--- src/rtl/avalon_bin2bcd_master.sv ---
// avalon_bin2bcd_master
// Takes a 27-bit unsigned binary value and converts it to 8-digit packed BCD
// using a sequential double-dabble (one iteration per clock). The result is
// written to a 7-segment display peripheral over Avalon-MM.
// Values above 99,999,999 skip conversion and write 0xEEEEEEEE with ovf set.
module avalon_bin2bcd_master #(
  parameter int unsigned DISP_ADDR = 32'd0,
  parameter int          ADDR_W    = 32
) (
  input  logic              clk,
  input  logic              reset,
  input  logic [26:0]       bin_data,
  input  logic              bin_valid,
  output logic              bin_ready,
  output logic [ADDR_W-1:0] avm_address,
  output logic              avm_write,
  output logic [31:0]       avm_writedata,
  output logic [3:0]        avm_byteenable,
  input  logic              avm_waitrequest,
  output logic              ovf,
  output logic              wr_done
);

  typedef enum logic [1:0] {
    IDLE    = 2'd0,
    CONVERT = 2'd1,
    WRITE   = 2'd2,
    DONE    = 2'd3
  } state_t;

  localparam logic [26:0] MAX_DISP  = 27'd99_999_999;
  localparam logic [31:0] OVF_CODE  = 32'hEEEE_EEEE;
  localparam logic [4:0]  LAST_ITER = 5'd26;

  state_t      state_r;
  state_t      state_s;
  logic [58:0] shift_r;
  logic [58:0] step_s;
  logic [4:0]  iter_r;
  logic [31:0] wdata_r;
  logic        ovf_r;
  logic        in_range_s;

  // One double-dabble iteration: correct every BCD nibble >= 5, then shift left.
  function automatic logic [58:0] dd_step(input logic [58:0] sr);
    logic [58:0] adj;
    adj = sr;
    for (int i = 0; i < 8; i++) begin
      if (adj[27 + 4*i +: 4] >= 4'd5) begin
        adj[27 + 4*i +: 4] = adj[27 + 4*i +: 4] + 4'd3;
      end else begin
        adj[27 + 4*i +: 4] = adj[27 + 4*i +: 4];
      end
    end
    return adj << 1;
  endfunction

  assign step_s     = dd_step(shift_r);
  assign in_range_s = (bin_data <= MAX_DISP);

  // Handshake and bus outputs decode straight from registered state; reset masks them.
  assign bin_ready      = (state_r == IDLE)  && !reset;
  assign avm_write      = (state_r == WRITE) && !reset;
  assign wr_done        = (state_r == DONE)  && !reset;
  assign avm_address    = ADDR_W'(DISP_ADDR);
  assign avm_writedata  = wdata_r;
  assign avm_byteenable = 4'b1111;
  assign ovf            = ovf_r;

  // State register.
  always_ff @(posedge clk) begin
    if (reset) begin
      state_r <= IDLE;
    end else begin
      state_r <= state_s;
    end
  end

  // Next-state logic.
  always_comb begin
    state_s = state_r;
    case (state_r)
      IDLE: begin
        if (bin_valid) begin
          if (in_range_s) begin
            state_s = CONVERT;
          end else begin
            state_s = WRITE;
          end
        end else begin
          state_s = IDLE;
        end
      end
      CONVERT: begin
        if (iter_r == LAST_ITER) begin
          state_s = WRITE;
        end else begin
          state_s = CONVERT;
        end
      end
      WRITE: begin
        if (!avm_waitrequest) begin
          state_s = DONE;
        end else begin
          state_s = WRITE;
        end
      end
      DONE:    state_s = IDLE;
      default: state_s = IDLE;
    endcase
  end

  // Datapath: capture on accept, iterate during CONVERT, latch the result for the write.
  always_ff @(posedge clk) begin
    if (reset) begin
      shift_r <= 59'd0;
      iter_r  <= 5'd0;
      wdata_r <= 32'd0;
      ovf_r   <= 1'b0;
    end else begin
      case (state_r)
        IDLE: begin
          if (bin_valid) begin
            shift_r <= {32'd0, bin_data};
            iter_r  <= 5'd0;
            ovf_r   <= !in_range_s;
            if (!in_range_s) begin
              wdata_r <= OVF_CODE;
            end
          end
        end
        CONVERT: begin
          shift_r <= step_s;
          iter_r  <= iter_r + 5'd1;
          if (iter_r == LAST_ITER) begin
            wdata_r <= step_s[58:27];
          end
        end
        default: begin
          shift_r <= shift_r;
        end
      endcase
    end
  end

endmodule

--- config.mk ---
export PLATFORM = sky130hd
export DESIGN_NAME = avalon_bin2bcd_master
export DESIGN_NICKNAME = d
export VERILOG_FILES = /design/src/rtl/avalon_bin2bcd_master.sv
export SDC_FILE = /design/constraint.sdc
export NUM_CORES = 1
export LEC_CHECK = 0
export ABC_AREA = 1
export BUFFER_PORTS_ARGS = -buffer_cell sky130_fd_sc_hd__clkbuf_2
export CORE_MARGIN = 2
export CORE_UTILIZATION = 50
export DETAILED_ROUTE_END_ITERATION = 6
export PLACE_DENSITY_LB_ADDON = 0.2
export RECOVER_POWER = 25
export SLEW_MARGIN = 20
export SYNTH_ARGS = -nofsm -noshare
export SYNTH_HDL_FRONTEND = slang
export SYNTH_SLANG_ARGS = --single-unit
export TNS_END_PERCENT = 50
--- constraint.sdc ---
create_clock -name clk -period 1.4 [get_ports clk]
set_input_delay 0.14 -clock clk [delete_from_list [all_inputs] [get_ports clk]]
set_output_delay 0.14 -clock clk [all_outputs]
set_load 0.01 [all_outputs]
* Word-level counts from Yosys, hierarchy flattened
Index checks and enable logic that the tools add are counted.
** Word-level totals
- Register bits after elaboration :: 99
** Cells by class
- $add $sub $neg :: 9
- $lt $le $gt $ge :: 9
- Equal/unequal tests :: 7
- Multiplexer cells :: 21
- Reduce and logical (&&, ||, !) cells :: 10
** Operators by type and width (number)
- $pmux 59 s2 :: 1
- $mux 32 :: 3
- $pmux 32 s2 :: 1
- $mux 59 :: 1
- $ge 4x3->1 const B :: 8
- $add 4x2->4 const B :: 7
- $mux 4 :: 7
- $le 27x27->1 const B :: 1
- $pmux 5 s2 :: 1
- $pmux 2 s4 :: 1
- $mux 2 :: 3
- $ne 2x2->1 const B :: 3
- $add 5x1->5 const B :: 1
- $eq 5x5->1 const B :: 1
- $mux 5 :: 1
- $eq 2x2->1 const B :: 2
- $reduce_and 2->1 :: 2
- $reduce_and 4->1 :: 1
- $add 3x2->3 const B :: 1
- $logic_and 1x1->1 :: 3
- $mux 3 :: 1
- $eq 2x1->1 const B :: 1
- $logic_not 1->1 :: 2
- $logic_not 2->1 :: 1
- 2 further kinds :: 2

* Longest topological paths before layout
- Depth after elaboration :: 4
- Mapped depth :: 14
- Mapped depth without buffers :: 13

* Worst setup path after synthesis
OpenSTA, ideal clock, no wires.
- Path kind :: register to register
- Start :: register shift_r[55]
- End :: register wdata_r[29], in the netlist avm_writedata[29]
- Data arrival time :: 1.364 ns
- Data required time :: 1.285 ns
- Slack :: -0.079 ns
- Stages on the path, launching flop included :: 10
- Buffers on the path :: 0
- Period minus slack after synthesis :: 1.479 ns
- Cell sequence :: dfxtp_1 -> inv_1 -> ha_1 -> or2_2 -> nand3_1 -> o21ai_0 -> a21oi_1 -> nand3_1 -> nand2_1 -> nor2_1
** On the way
- Word-level cells in the longest chain between the ends :: 4
- Elaborated cells on any way between the ends :: 5
- Classes of those cells :: add/sub: 1; order compare: 1; mux: 3
** RTL lines
- start, declared :: line 37 : logic [58:0] shift_r;
- start signal, assigned :: line 124 : shift_r <= {32'd0, bin_data};
- start signal, assigned :: line 133 : shift_r <= step_s;
- start signal, assigned :: line 140 : shift_r <= shift_r;
- $ge 4x3->1 / $add 3x2->3 (equally long branches) :: line 49, 50
- $mux 3 (*) :: line 49 : if (adj[27 + 4*i +: 4] >= 4'd5) begin
- $mux 32 (*) :: line 135 : if (iter_r == LAST_ITER) begin
- $pmux 32 s2 (*) :: line 121 : case (state_r)
- end signal, assigned :: line 136 : wdata_r <= step_s[58:27];
- end, declared :: line 40 : logic [31:0] wdata_r;
Mark *: on every way between the ends. The rest lies on a longest branch, timed or not. The select of a mux whose other input is x is not followed.
A chain may end at the register's enable or synchronous reset.

* Final worst setup path
- Start :: register iter_r[0]
- End :: register wdata_r[17], in the netlist avm_writedata[17]
** On the way
- Word-level cells in the longest chain between the ends :: 3
** RTL lines
- start, declared :: line 39 : logic [4:0] iter_r;
- start signal, assigned :: line 134 : iter_r <= iter_r + 5'd1;
- $eq 5x5->1 :: line 135
- $ne 2x2->1 (no line)
- $reduce_and 4->1 (no line)
No other way between the ends.

==> flow_metrics.env <==
export IMPL_status="finished with violations"
export IMPL_violations="setup timing"
export IMPL_start_util_pct=51.0
export IMPL_hp_class="primary input to flop"
export IMPL_final_nets=934
export IMPL_vias=5396
export IMPL_fin_util_pct=69.6
export IMPL_synthesis_area_um2=5190
export IMPL_grt_pass1_vias=4868
export IMPL_report_power_total_mw=7.30
export IMPL_final_cell_area_um2=7090
export IMPL_p_switching_mw=2.52
export IMPL_finalSetupTns_ns=-3.40
export IMPL_post_dp_cell_area_um2=6060
export IMPL_synth_distinct_cells=30
export IMPL_drc=0
export IMPL_finalMaxSlewViolations=0
export IMPL_grt_setup_unrepaired="true"
export IMPL_crit_arrival_ns=1.82
export IMPL_ioPinCount=103
export IMPL_overflow=0
export IMPL_cts_tree="done"
export IMPL_p_seq_share_pct=44.8
export IMPL_grt_max_degree=40
export IMPL_clk_latency_ns=0.36
export IMPL_path_class="flop to flop"
export IMPL_dp_hpwl_um=8660
export IMPL_period_share_pct=111
export IMPL_fillerInstances=828
export IMPL_core_area_um2=10200
export IMPL_ir_worst_vdd_mv=0.704
export IMPL_antenna_found_initial=0
export IMPL_fin_hold_ws_ns=0.0312
export IMPL_antenna_cells=0
export IMPL_die_w_um=106
export IMPL_io_buffers=66
export IMPL_die_y_um=106
export IMPL_synth_area_per_cell_um2=7.02
export IMPL_grt_pass1_wl_um=21800
export IMPL_power_frac_comb_pct=31.2
export IMPL_critPathCaptureType="flop"
export IMPL_grt_usage_pct=23.4
export IMPL_antenna_left=0
export IMPL_finalClockSkew_ns=0.0106
export IMPL_drive_above_1_share_pct=35.1
export IMPL_wl_per_cell_um=14.3
export IMPL_clockPowerShare_pct=23.9
export IMPL_syn_inst=740
export IMPL_cts_buffers=9
export IMPL_die_area_um2=11200
export IMPL_cp_data_required_time_ns=1.66
export IMPL_p_int_mw=4.78
export IMPL_met3_length_um=758
export IMPL_fmax_mhz=642
export IMPL_top_layer="met4"
export IMPL_wl_um=14700
export IMPL_h_tree_depth=3
export IMPL_clockBufferDepth=2
export IMPL_area_growth_syn_to_layout_pct=36.5
export IMPL_p_leak_nw=3.01
export IMPL_ys_seq_area_share_pct=38.2
export IMPL_crit_fanout=5
export IMPL_cts_sinks=99
export IMPL_ys_warn_count=0
export IMPL_routed_via_density=5.26
export IMPL_hold_viol=0
export IMPL_clkTransAtPathRegs_ns=0.10
export IMPL_power_density_nw_per_um2=1030
export IMPL_cap_violations=0
export IMPL_wl_met2_um=7530
export IMPL_drt_met1_wl_um=6080
export IMPL_clock_root_buffer="clkbuf_8"
export IMPL_fin_crit_ns=1.56
export IMPL_gp_congestion=0.842
export IMPL_switching_share_pct=34.6
export IMPL_firstDrtPassIters=5
export IMPL_num_rows=37
export IMPL_drt_initial_drc_count=246
export IMPL_start_kind="flop"
export IMPL_ys_ff_latch=99
export IMPL_finalWorstSetupSlack_ns=-0.159
export IMPL_setup_viol=45
## placed cells by master, fill, tap and decap left out, types with 10 or more instances in the layout
cell type / Yosys / routed
inv_2: 4 / 18
dfxtp_1: 99 / 79
a31oi_1: 26 / 26
nor3_1: 33 / 23
clkbuf_2: 2 / 44
nor2_4: 1 / 16
inv_1: 61 / 41
o21ai_0: 48 / 39
conb_1: 2 / 36
nand2_2: 2 / 13
dfxtp_2: 0 / 15
buf_4: 42 / 92
a21oi_2: 0 / 11
clkbuf_1: 18 / 20
a21oi_1: 88 / 77
nor2_1: 75 / 55
nand3_1: 36 / 29
clkbuf_8: 0 / 10
nand2_1: 139 / 127
## critical path, cell delays in order (launching register included)
cell and delay, ns:
dfxtp_2 0.34, inv_2 0.06, ha_4 0.12, nand4_1 0.15, o21ai_4 0.26, buf_6 0.18, clkbuf_16 0.16, nand3_2 0.08
nand2_1 0.08, nor2_1 0.04
## layout make-up
cell class	instances	area (µm²)	share of cell area [%]
multi-input cells	532	3120	44.0
flip-flops and latches	99	2020	28.5
repair buffers	178	1340	18.9
inverters	65	259	3.65
well taps	136	170	2.40
clock buffers	11	141	1.99
clock inverters	5	37.5	0.529
## per-layer routing
metal / global-route usage [%] / up-vias
met1: 29.0 / 2511
li1: - / 2674
met3: 4.11 / 35
met4: 8.08 / 0
met2: 40.8 / 176
met5: 0 / -
## cell families after synthesis
logic type | share of synthesized area, %
buf+inv | 14.1
fa+ha+maj | 4.34
xor+xnor | 1.35
other cells | 0.145
flops | 38.2
compound gates | 18.2
simple gates | 23.7
## sequential cells by signal, summed over array words and instances, names as in the netlist
signal,cells
shift_r,59
iter_r,5
ovf,1
state_r,2
avm_writedata,32
## metrics by stage
stage,instances,setup slack (ns)
after floorplan,774,0.000310
after global placement,982,-0.233
after detailed placement,982,-0.310
after CTS,1005,-0.104
final,1026,-0.159
after global routing,1026,-0.220
## worst paths after layout
| path | from | to | slack, ns | depth (start not counted) |
|---|---|---|---|---|
| setup / recovery | iter_r[0]$_SDFFE_PP0P_ | avm_writedata[17]$_SDFFE_PP0P_ | -0.16 | 9 |
| hold / removal | bin_data[11] | shift_r[11]$_SDFFE_PP0P_ | 0.03 | 3 |
| setup reg to reg | iter_r[0]$_SDFFE_PP0P_ | avm_writedata[17]$_SDFFE_PP0P_ | -0.16 | 9 |
| hold reg to reg | shift_r[18]$_SDFFE_PP0P_ | shift_r[19]$_SDFFE_PP0P_ | 0.48 | 2 |
## synth_stat cells
| library cell | instances | share of area [%] |
|---|---|---|
| nand2_1 | 139 | 10 |
| dfxtp_1 | 99 | 38 |
| a21oi_1 | 88 | 8.5 |
| nor2_1 | 75 | 5.4 |
| inv_1 | 61 | 4.4 |
| o21ai_0 | 48 | 4.6 |
| buf_4 | 42 | 6.1 |
| nand3_1 | 36 | 3.5 |
| nor3_1 | 33 | 3.2 |
| a31oi_1 | 26 | 3.1 |
| clkbuf_1 | 18 | 1.3 |
| ha_1 | 18 | 4.3 |
| buf_2 | 9 | 0.87 |
| a211oi_1 | 8 | 1.2 |
| xor2_1 | 8 | 1.3 |
| buf_1 | 4 | 0.29 |
| inv_2 | 4 | 0.29 |
| o21ai_1 | 4 | 0.39 |
| buf_6 | 3 | 0.65 |
| nand4_1 | 3 | 0.36 |
| clkbuf_2 | 2 | 0.19 |
| conb_1 | 2 | 0.14 |
| nand2_2 | 2 | 0.24 |
| or2_2 | 2 | 0.24 |
| a21boi_0 | 1 | 0.14 |
| a221oi_1 | 1 | 0.17 |
| nor2_2 | 1 | 0.12 |
| nor2_4 | 1 | 0.22 |
| nor2_8 | 1 | 0.39 |
| o211ai_1 | 1 | 0.14 |
## timing repair
item	in CTS	in global routing
cloned	0	6
pin swaps	23	38
endpoints found under the setup margin	55	90
setup buffers	7	15
gates resized for setup	80	103
hold buffers	0	0
## power by group through the flow
stage               clock network, mW  logic (mW)  registers, mW
floorplan                           0        1.16           3.34
global placement                    0        1.73           3.31
detailed placement                  0        1.78           3.32
CTS                              1.76        1.91           3.26
global route                     1.89        2.51           3.30
finish                           1.75        2.28           3.27
Power figures use the tool's default switching activity.
